--- config.mk ---
export PLATFORM = sky130hd
export DESIGN_NAME = nco_lut_ctrl
export DESIGN_NICKNAME = d
export VERILOG_FILES = /design/src/rtl/nco_pkg.sv /design/src/rtl/nco_phase_acc.sv /design/src/rtl/nco_lut_ctrl.sv
export SDC_FILE = /design/constraint.sdc
export NUM_CORES = 1
export LEC_CHECK = 0
export BUFFER_PORTS_ARGS = -buffer_cell sky130_fd_sc_hd__buf_2
export CORE_MARGIN = 1
export CORE_UTILIZATION = 40
export CTS_CLUSTER_DIAMETER = 30
export CTS_CLUSTER_SIZE = 10
export DETAILED_ROUTE_END_ITERATION = 8
export GPL_TIMING_DRIVEN = 1
export PLACE_DENSITY = 0.64
export SYNTH_ARGS = -nofsm -noshare
export SYNTH_HDL_FRONTEND = slang
export SYNTH_SLANG_ARGS = --single-unit
--- constraint.sdc ---
create_clock -name clk -period 2.48 [get_ports clk]
set_clock_uncertainty 0.2 [all_clocks]
set_input_delay 0.248 -clock clk [delete_from_list [all_inputs] [get_ports clk]]
set_output_delay 0.248 -clock clk [all_outputs]
set_load 0.1 [all_outputs]
--- src/rtl/nco_pkg.sv ---
// Shared types and default widths for the LUT-based NCO controller.
`default_nettype none

package nco_pkg;

   localparam int NCO_DATA_WIDTH = 16;
   localparam int NCO_ADDR_WIDTH = 8;
   localparam int NCO_ACC_WIDTH  = 24;

   typedef enum logic [1:0] {
      ST_IDLE = 2'd0,
      ST_LOAD = 2'd1,
      ST_RUN  = 2'd2
   } nco_state_e;

   // Upper ADDR_WIDTH bits of the phase word select the table entry.
   function automatic logic [NCO_ADDR_WIDTH-1:0] phase_to_addr(
      input logic [NCO_ACC_WIDTH-1:0] phase
   );
      return phase[NCO_ACC_WIDTH-1 -: NCO_ADDR_WIDTH];
   endfunction

endpackage

`default_nettype wire

--- src/rtl/nco_phase_acc.sv ---
// Phase accumulator driving the SRAM read port, plus the two-stage
// valid/capture pipeline that aligns the returned table word.
`default_nettype none

module nco_phase_acc
   import nco_pkg::*;
#(
   parameter int DATA_WIDTH = NCO_DATA_WIDTH,
   parameter int ADDR_WIDTH = NCO_ADDR_WIDTH,
   parameter int ACC_WIDTH  = NCO_ACC_WIDTH
) (
   input  logic                  clk,
   input  logic                  rst,
   input  logic                  issue,
   input  logic [ACC_WIDTH-1:0]  fcw,
   output logic                  ram_csb1,
   output logic [ADDR_WIDTH-1:0] ram_addr1,
   input  logic [DATA_WIDTH-1:0] ram_dout1,
   output logic [DATA_WIDTH-1:0] sample,
   output logic                  sample_valid
);

   logic [ACC_WIDTH-1:0] phase;
   logic                 rd_pend;

   always_ff @(posedge clk) begin
      if (rst) begin
         phase        <= '0;
         ram_csb1     <= 1'b1;
         ram_addr1    <= '0;
         rd_pend      <= 1'b0;
         sample       <= '0;
         sample_valid <= 1'b0;
      end else begin
         ram_csb1 <= ~issue;
         if (issue) begin
            ram_addr1 <= phase[ACC_WIDTH-1 -: ADDR_WIDTH];
            phase     <= phase + fcw;
         end
         // The SRAM latches the request one edge later and drives dout on
         // that cycle's negedge, so the word is ready two edges after issue.
         rd_pend      <= ~ram_csb1;
         sample_valid <= rd_pend;
         if (rd_pend) begin
            sample <= ram_dout1;
         end
      end
   end

endmodule

`default_nettype wire

--- src/rtl/nco_lut_ctrl.sv ---
// NCO controller: loads a waveform table into an external SRAM, then sweeps
// it with a phase accumulator to produce a sample stream.
`default_nettype none

module nco_lut_ctrl
   import nco_pkg::*;
#(
   parameter int DATA_WIDTH = NCO_DATA_WIDTH,
   parameter int ADDR_WIDTH = NCO_ADDR_WIDTH,
   parameter int ACC_WIDTH  = NCO_ACC_WIDTH
) (
   input  logic                  clk,
   input  logic                  rst,
   input  logic                  load_start,
   input  logic                  ld_valid,
   output logic                  ld_ready,
   input  logic [DATA_WIDTH-1:0] ld_data,
   input  logic                  run_en,
   input  logic [ACC_WIDTH-1:0]  fcw,
   output logic [DATA_WIDTH-1:0] sample,
   output logic                  sample_valid,
   output logic                  table_loaded,
   output logic                  busy,
   output logic                  ram_csb0,
   output logic [ADDR_WIDTH-1:0] ram_addr0,
   output logic [DATA_WIDTH-1:0] ram_din0,
   output logic                  ram_csb1,
   output logic [ADDR_WIDTH-1:0] ram_addr1,
   input  logic [DATA_WIDTH-1:0] ram_dout1
);

   nco_state_e            state;
   nco_state_e            state_nxt;
   logic [ADDR_WIDTH-1:0] wr_cnt;
   logic                  handshake;
   logic                  last_word;
   logic                  issue;
   logic                  load_req;

   assign last_word = &wr_cnt;

   always_ff @(posedge clk) begin
      if (rst) begin
         state <= ST_IDLE;
      end else begin
         state <= state_nxt;
      end
   end

   always_comb begin
      state_nxt = state;
      ld_ready  = 1'b0;
      busy      = 1'b1;
      handshake = 1'b0;
      issue     = 1'b0;
      load_req  = 1'b0;
      case (state)
         ST_IDLE: begin
            busy = 1'b0;
            if (load_start) begin
               load_req  = 1'b1;
               state_nxt = ST_LOAD;
            end else if (run_en && table_loaded) begin
               state_nxt = ST_RUN;
            end
         end
         ST_LOAD: begin
            ld_ready  = 1'b1;
            handshake = ld_valid;
            if (ld_valid && last_word) begin
               state_nxt = ST_IDLE;
            end
         end
         ST_RUN: begin
            if (run_en) begin
               issue = 1'b1;
            end else begin
               state_nxt = ST_IDLE;
            end
         end
         default: begin
            state_nxt = ST_IDLE;
         end
      endcase
   end

   // Write port: one SRAM write per accepted table word.
   always_ff @(posedge clk) begin
      if (rst) begin
         wr_cnt       <= '0;
         table_loaded <= 1'b0;
         ram_csb0     <= 1'b1;
         ram_addr0    <= '0;
         ram_din0     <= '0;
      end else begin
         ram_csb0 <= ~handshake;
         if (handshake) begin
            ram_addr0 <= wr_cnt;
            ram_din0  <= ld_data;
            wr_cnt    <= wr_cnt + 1'b1;
            if (last_word) begin
               table_loaded <= 1'b1;
            end
         end
         if (load_req) begin
            wr_cnt       <= '0;
            table_loaded <= 1'b0;
         end
      end
   end

   nco_phase_acc #(
      .DATA_WIDTH (DATA_WIDTH),
      .ADDR_WIDTH (ADDR_WIDTH),
      .ACC_WIDTH  (ACC_WIDTH)
   ) u_phase_acc (
      .clk          (clk),
      .rst          (rst),
      .issue        (issue),
      .fcw          (fcw),
      .ram_csb1     (ram_csb1),
      .ram_addr1    (ram_addr1),
      .ram_dout1    (ram_dout1),
      .sample       (sample),
      .sample_valid (sample_valid)
   );

endmodule

`default_nettype wire

==> results.sh, run 1 <==
export IMPL_period_share=0.959
export IMPL_grt_start_max_net_pins=64
export IMPL_ff2ff_setup_slack_ps=100
export IMPL_grt_overflow=0
export IMPL_crit_path_max_fanout=4
export IMPL_utilization=0.544
export IMPL_status="finished, final reports clean"
export IMPL_crit_required_ps=2510
export IMPL_die_h_microns=105
export IMPL_portBuffers=114
export IMPL_postCtsSetupRepairBufs=0
export IMPL_die_w_microns=105
export IMPL_synth_area_top_cells="dfxtp_1 41%, nand2_1 11%, a21oi_1 9.1%, ha_1 7.1%, mux2i_1 4.0%"
export IMPL_ys_seq_area_frac=0.413
export IMPL_area_growth_pct=32.7
export IMPL_fin_crit_ps=2380
export IMPL_finalHoldViolations=0
export IMPL_antennaDiodeCount=0
export IMPL_viasPerCell=5.09
export IMPL_placed_area_sq_um=4990
export IMPL_worstSetupStartpointType="flip-flop"
export IMPL_timing_fmax_ghz=0.420
export IMPL_grt_pass1_wl_microns=18400
export IMPL_yosysTopAreaCellShare=0.413
export IMPL_netlist_instances=520
export IMPL_arrival_ps=2410
export IMPL_clk_pin_slew_ps=100
export IMPL_sw_frac_of_total=0.290
export IMPL_post_synth_top_area_cell="dfxtp_1"
export IMPL_tightest_slew_ps=829
export IMPL_place_gp_congestion=0.898
export IMPL_hold_class="in -> reg"
export IMPL_path_class="reg -> reg"
export IMPL_fp_row_count=37
export IMPL_synth_most_common_cell="nand2_1"
export IMPL_grt_pass1_vias=3928
export IMPL_maxCapViolCount=0
export IMPL_synth_edf_count=0
export IMPL_cts_root_buf="clkbuf_8"
export IMPL_die_area_sq_um=11000
export IMPL_drv_slew=0
export IMPL_dp_hpwl_microns=7730
export IMPL_syn_num_nets=606
export IMPL_powerDensity_nw_per_um2=484
export IMPL_pwr_share_seq=0.524
export IMPL_yosys_warnings=0
export IMPL_stdcell_area_sq_um=5590
export IMPL_num_io_pins=115
export IMPL_wl_per_cell_microns=13.6
export IMPL_grtUsageTotal=0.207
export IMPL_drtIter0Drc=203
export IMPL_antenna_found_initial=0
export IMPL_power_leakage_nw=2.40
export IMPL_irDropWorstVdd_mv=0.250
export IMPL_power_share_clock=0.343
export IMPL_ys_ff_latch=87
export IMPL_htree_levels=3
export IMPL_cts_tree="built"
export IMPL_crit_start="u_phase_acc.phase[0]"
export IMPL_core_area_sq_um=10300
export IMPL_wirelength_microns=11100
export IMPL_initial_utilization=0.410
export IMPL_power_mw=2.71
export IMPL_clock_sinks=87
export IMPL_drive_above_1_share=0.240
export IMPL_clockBufferDepth=2
export IMPL_cts_buffers=9
export IMPL_hold_path_startpoint="fcw[0]"
export IMPL_fillers=982
export IMPL_slew_headroom=0.446
export IMPL_synth_common_cells="121 x nand2_1, 87 x dfxtp_1, 77 x a21oi_1"
export IMPL_synthFlopType="dfxtp_1"
export IMPL_finalNetCount=761
export IMPL_avgSynthCellArea_sq_um=8.11
export IMPL_rsz0062_at_grt="yes"
export IMPL_p_sw_mw=0.786
export IMPL_critical_path_endpoint_type="flip-flop"
export IMPL_async_flop_share=0
export IMPL_drtAntennaViolNets=0
export IMPL_vias=4153
export IMPL_route_detailed_drc=0
export IMPL_setup_viol=0
export IMPL_timing_rr_start="u_phase_acc.phase[0]"
export IMPL_ys_types=51
export IMPL_power_frac_comb=0.134
export IMPL_first_pass_iters=6
export IMPL_internal_power_mw=1.92
export IMPL_synth_area_sq_um=4220
export IMPL_clk_latency_ps=360
==> logic make-up after synthesis <==
logic type      after synthesis  synth area share
xor+xnor                     20            0.0416
flops                        87             0.413
buf+inv                      31            0.0300
simple gates                209             0.218
compound gates              131             0.181
fa+ha+maj                    25            0.0760
mux                          17            0.0404
==> repair_timing <==
item,in CTS,in global routing
resized for setup,0,15
setup endpoints to repair,0,9
hold endpoints to repair,38,0
hold buffers,36,0
==> worst paths after layout <==
path,endpoint,cells past startpoint
worst min register to register,u_phase_acc.rd_pend,1
worst max-delay path,u_phase_acc.phase[20],10
worst max register to register,u_phase_acc.phase[20],10
worst min-delay path,u_phase_acc.phase[0],4
==> cell usage in the layout (no fill, tap or decap), types with 5 or more instances in the layout <==
cell type      Yosys  routed
nand3_1            7       6
o21ai_1            2       5
clkbuf_8           0       9
nand2_1          121     121
buf_2              2     114
o21ai_0           20      17
nand4_1            8       8
ha_1              24      23
inv_1              7       7
dlygate4sd3_1      0      36
dfxtp_1           87      86
mux2i_1           17      17
buf_4              0      18
xor2_1            13      13
nor2_1            39      38
nand2b_1           5       5
a21o_1             6       6
a21oi_1           77      74
xnor2_1            7       7
==> cell type report <==
class / instances / area [sq um] / area share
flip-flops and latches: 87 / 1740 / 0.312
repair buffers: 168 / 1070 / 0.191
inverters: 7 / 26.3 / 0.00470
multi-input cells: 402 / 2410 / 0.430
clock inverters: 6 / 52.6 / 0.00940
well taps: 136 / 170 / 0.0304
clock buffers: 10 / 128 / 0.0228
==> power by group through the flow <==
stage               Clock (mW)  Combinational (mW)  Sequential [mW]
global placement             0               0.308             1.45
detailed placement           0               0.311             1.45
global route              1.02               0.388             1.42
finish                   0.927               0.361             1.42
floorplan                    0               0.133             1.53
CTS                      0.961               0.357             1.42
==> routing by layer <==
| layer | global-route usage | wire (microns) | up-vias |
|---|---|---|---|
| met1 | 0.259 | 5030 | 1926 |
| met4 | 0.0875 | 218 | 0 |
| met3 | 0.0312 | 425 | 20 |
| li1 | - | - | 2111 |
| met5 | 0 | 0 | - |
| met2 | 0.352 | 5440 | 96 |
==> stage by stage <==
| step | hold WS (ps) | setup slack, ps | setup TNS [ps] | instances |
|---|---|---|---|---|
| 2_1_floorplan | 184 | 64.1 | 0 | 520 |
| 3_3_place_gp | 198 | -7.13 | -7.31 | 764 |
| 3_5_place_dp | 199 | -19.9 | -27.3 | 764 |
| 4_1_cts | 70.9 | 17.2 | 0 | 816 |
| 5_1_grt | 85.9 | -21.6 | -31.8 | 816 |
| 6_report | 81.0 | 101 | 0 | 816 |
==> flip-flops by register name (all words and copies together) (netlist names) <==
| name | count |
|---|---|
| u_phase_acc.phase | 24 |
| ram_din0 | 16 |
| u_phase_acc.sample | 16 |
| ram_addr0 | 8 |
| u_phase_acc.ram_addr1 | 8 |
| wr_cnt | 8 |
| state | 2 |
| ram_csb0 | 1 |
| table_loaded | 1 |
| u_phase_acc.ram_csb1 | 1 |
| u_phase_acc.rd_pend | 1 |
| u_phase_acc.sample_valid | 1 |
==> critical path, cell delays in order, from the launching register on <==
cell and delay, ps:
dfxtp_1 350, ha_1 190, fa_2 230, a21oi_2 60, o21ai_1 270, a21o_1 160, a31oi_1 80, buf_4 160
or3_1 360, nand4_1 100, o311ai_1 90
Power figures use the tool's default switching activity.
==> run 2, diff against run 1 <==
- ABC_AREA: unset -> 1
- CTS_CLUSTER_SIZE: 10 -> unset
- PLACE_DENSITY: 0.64 -> 0.62
- SYNTH_HIERARCHICAL: unset -> 1
==> results.sh, run 2 <==
export IMPL_num_io_pins=115
export IMPL_finalNetCount=982
export IMPL_place_gp_congestion=0.955
export IMPL_cts_tree="built"
export IMPL_initial_utilization=0.419
export IMPL_power_mw=3.66
export IMPL_top_regs="u_phase_acc/phase: 24 flops, ram_din0: 16 flops, u_phase_acc/sample: 16 flops"
export IMPL_cpPeakStageDelay_ps=460
export IMPL_crit_buf_inv=0
export IMPL_r2r_end="u_phase_acc/phase[12]"
export IMPL_antennaDiodeCount=0
export IMPL_path_class="reg -> reg"
export IMPL_route_detailed_drc=3
export IMPL_first_pass_iters=7
export IMPL_die_h_microns=112
export IMPL_use_met3=0.0470
export IMPL_async_flop_share=0
export IMPL_post_synth_top_area_cell="dfxtp_1"
export IMPL_grt_overflow=0
export IMPL_ys_ff_latch=87
export IMPL_r2r_cells=11
export IMPL_drtAntennaViolNets=0
export IMPL_tightest_slew_ps=514
export IMPL_wl_per_cell_microns=12.5
export IMPL_layout_common_cells="220 x nand2_1, 114 x buf_2, 111 x nor2_1"
export IMPL_status="finished, violations left"
export IMPL_die_area_sq_um=12600
export IMPL_internal_power_mw=2.54
export IMPL_yosysTopAreaCellShare=0.358
export IMPL_utilization=0.533
export IMPL_clock_sinks=87
export IMPL_placed_area_sq_um=5550
export IMPL_drive_above_1_share=0.179
export IMPL_fp_row_count=39
export IMPL_synth_most_common_cell="nand2_1"
export IMPL_cts_resized=0
export IMPL_crit_path_max_fanout=4
export IMPL_largest_reg_flops=24
export IMPL_syn_num_nets=838
export IMPL_layout_commonest_cell="nand2_1"
export IMPL_irDropWorstVdd_mv=0.403
export IMPL_die_w_microns=112
export IMPL_drv_slew=0
export IMPL_powerDensity_nw_per_um2=591
export IMPL_pwr_share_seq=0.403
export IMPL_slew_headroom=0.657
export IMPL_wirelength_microns=13000
export IMPL_stdcell_area_sq_um=6180
export IMPL_fin_crit_ps=2230
export IMPL_antenna_found_initial=1
export IMPL_finalHoldViolations=0
export IMPL_grt_pass1_vias=4869
export IMPL_rsz0062_at_grt="no"
export IMPL_setup_slack_ps=252
export IMPL_timing_rr_start="u_phase_acc/phase[0]"
export IMPL_fillers=1149
export IMPL_synth_common_cells="220 x nand2_1, 112 x nor2_1, 100 x inv_1"
export IMPL_cts_root_buf="clkbuf_16"
export IMPL_layoutNonFillerInstCount=1044
export IMPL_cpMaxStageDelayCell="fa_1"
export IMPL_grtUsageTotal=0.218
export IMPL_portBuffers=114
export IMPL_core_area_sq_um=11600
export IMPL_timing_fmax_ghz=0.449
export IMPL_maxCapViolCount=0
export IMPL_use_met1=0.260
export IMPL_power_share_clock=0.397
export IMPL_cp_top_family="simple AND/OR/NAND/NOR gates"
export IMPL_hold_class="in -> reg"
export IMPL_vias=5042
export IMPL_yosys_warnings=6
export IMPL_hold_buffers=32
export IMPL_violations="design-rule violations"
export IMPL_sw_frac_of_total=0.304
export IMPL_htree_levels=3
export IMPL_power_frac_comb=0.200
export IMPL_clk_latency_ps=340
export IMPL_postCtsSetupRepairBufs=0
export IMPL_clockBufferDepth=2
export IMPL_area_growth_pct=27.2
export IMPL_crit_required_ps=2520
export IMPL_synth_edf_count=0
export IMPL_drtIter0Drc=284
export IMPL_grt_pass1_wl_microns=22000
export IMPL_worstPathCellList="ha_1, fa_1, nand3_1, nand3_1, nand2_1, nand2_1, nand2_1, nand2_1, or2_1, nand3_1, nand2_1"
export IMPL_clk_pin_slew_ps=70
export IMPL_regArea_sq_um=1740
export IMPL_met2_usage=0.378
export IMPL_dp_hpwl_microns=9590
export IMPL_cp_num_cells=11
export IMPL_grt_start_max_net_pins=38
export IMPL_ys_seq_area_frac=0.358
export IMPL_synth_area_sq_um=4860
export IMPL_arrival_ps=2270
export IMPL_ff2ff_setup_slack_ps=250
export IMPL_crit_start="u_phase_acc/phase[0]"
export IMPL_viasPerCell=4.83
export IMPL_critPathMostFrequentCell="nand2_1"
export IMPL_period_share=0.898
export IMPL_ys_types=33
export IMPL_dpl_worst_slack_ps=205
export IMPL_grt_most_used_layer="met2"
export IMPL_critical_path_endpoint_type="flip-flop"
export IMPL_place_inst=996
export IMPL_regMostFlops="u_phase_acc/phase"
export IMPL_holdPathStages=4
export IMPL_synthFlopType="dfxtp_1"
export IMPL_cts_buffers=9
export IMPL_power_leakage_nw=3.28
export IMPL_netlist_instances=752
export IMPL_tns_ps=0
export IMPL_crit_end="u_phase_acc/phase[12]"
export IMPL_p_sw_mw=1.11
export IMPL_synth_area_top_cells="dfxtp_1 36%, nand2_1 17%, nor2_1 8.6%, inv_1 7.7%, ha_1 6.2%"
export IMPL_timing_hold_ws_ps=38.4
export IMPL_multi_input_area_sq_um=2600
export IMPL_avgSynthCellArea_sq_um=6.47
export IMPL_setup_viol=0
export IMPL_worstSetupStartpointType="flip-flop"
==> run 2: kinds of logic (layout without fill, tap and decap cells) <==
logic type | after synthesis | after routing | share of synthesized area
DFF | 87 | 87 | 0.358
and+or+nand+nor | 404 | 404 | 0.346
buffers and inverters | 127 | 276 | 0.107
adders and majority gates | 25 | 25 | 0.0659
xor gates and xnor gates | 11 | 11 | 0.0198
AOI/OAI and AO/OA | 98 | 98 | 0.103
==> run 2: worst reg2reg max path, stage by stage (launching register included) <==
cell and delay, ps:
dfxtp_1 310, ha_1 230, fa_1 460, nand3_1 100
nand3_1 150, nand2_1 100, nand2_1 100, nand2_1 80
nand2_1 60, or2_1 210, nand3_1 70, nand2_1 50
==> run 2: final cells by class <==
| cell class | instances | share of cell area |
|---|---|---|
| inverter | 106 | 0.0643 |
| clock inverter | 5 | 0.0131 |
| multi-input combinational | 538 | 0.421 |
| tap | 143 | 0.0289 |
| sequential | 87 | 0.282 |
| clock buffer | 11 | 0.0376 |
| timing repair buffer | 154 | 0.154 |
==> run 2: layer usage <==
| layer | up-vias | share of wire |
|---|---|---|
| li1 | 2630 | - |
| met1 | 2256 | 0.45 |
| met2 | 127 | 0.47 |
| met3 | 27 | 0.057 |
| met4 | 2 | 0.025 |
| met5 | - | 0.00069 |
==> run 2: power groups by stage <==
stage | Clock [mW] | Combinational (mW) | Sequential (mW)
3_5_place_dp | 0 | 0.690 | 1.50
6_report | 1.45 | 0.733 | 1.47
2_1_floorplan | 0 | 0.351 | 1.68
3_3_place_gp | 0 | 0.683 | 1.50
5_1_grt | 1.55 | 0.800 | 1.48
4_1_cts | 1.49 | 0.731 | 1.47
==> run 2: how the worst min path moves through the flow <==
stage | startpoint | endpoint | slack, ps
after floorplan | ram_dout1[0] | u_phase_acc/sample[0] | 180
after global placement | u_phase_acc/ram_csb1 | u_phase_acc/rd_pend | 200
after detailed placement | u_phase_acc/ram_csb1 | u_phase_acc/rd_pend | 210
after CTS | load_start | state[1] | 20
after global routing | load_start | state[1] | 70
final | load_start | state[1] | 40
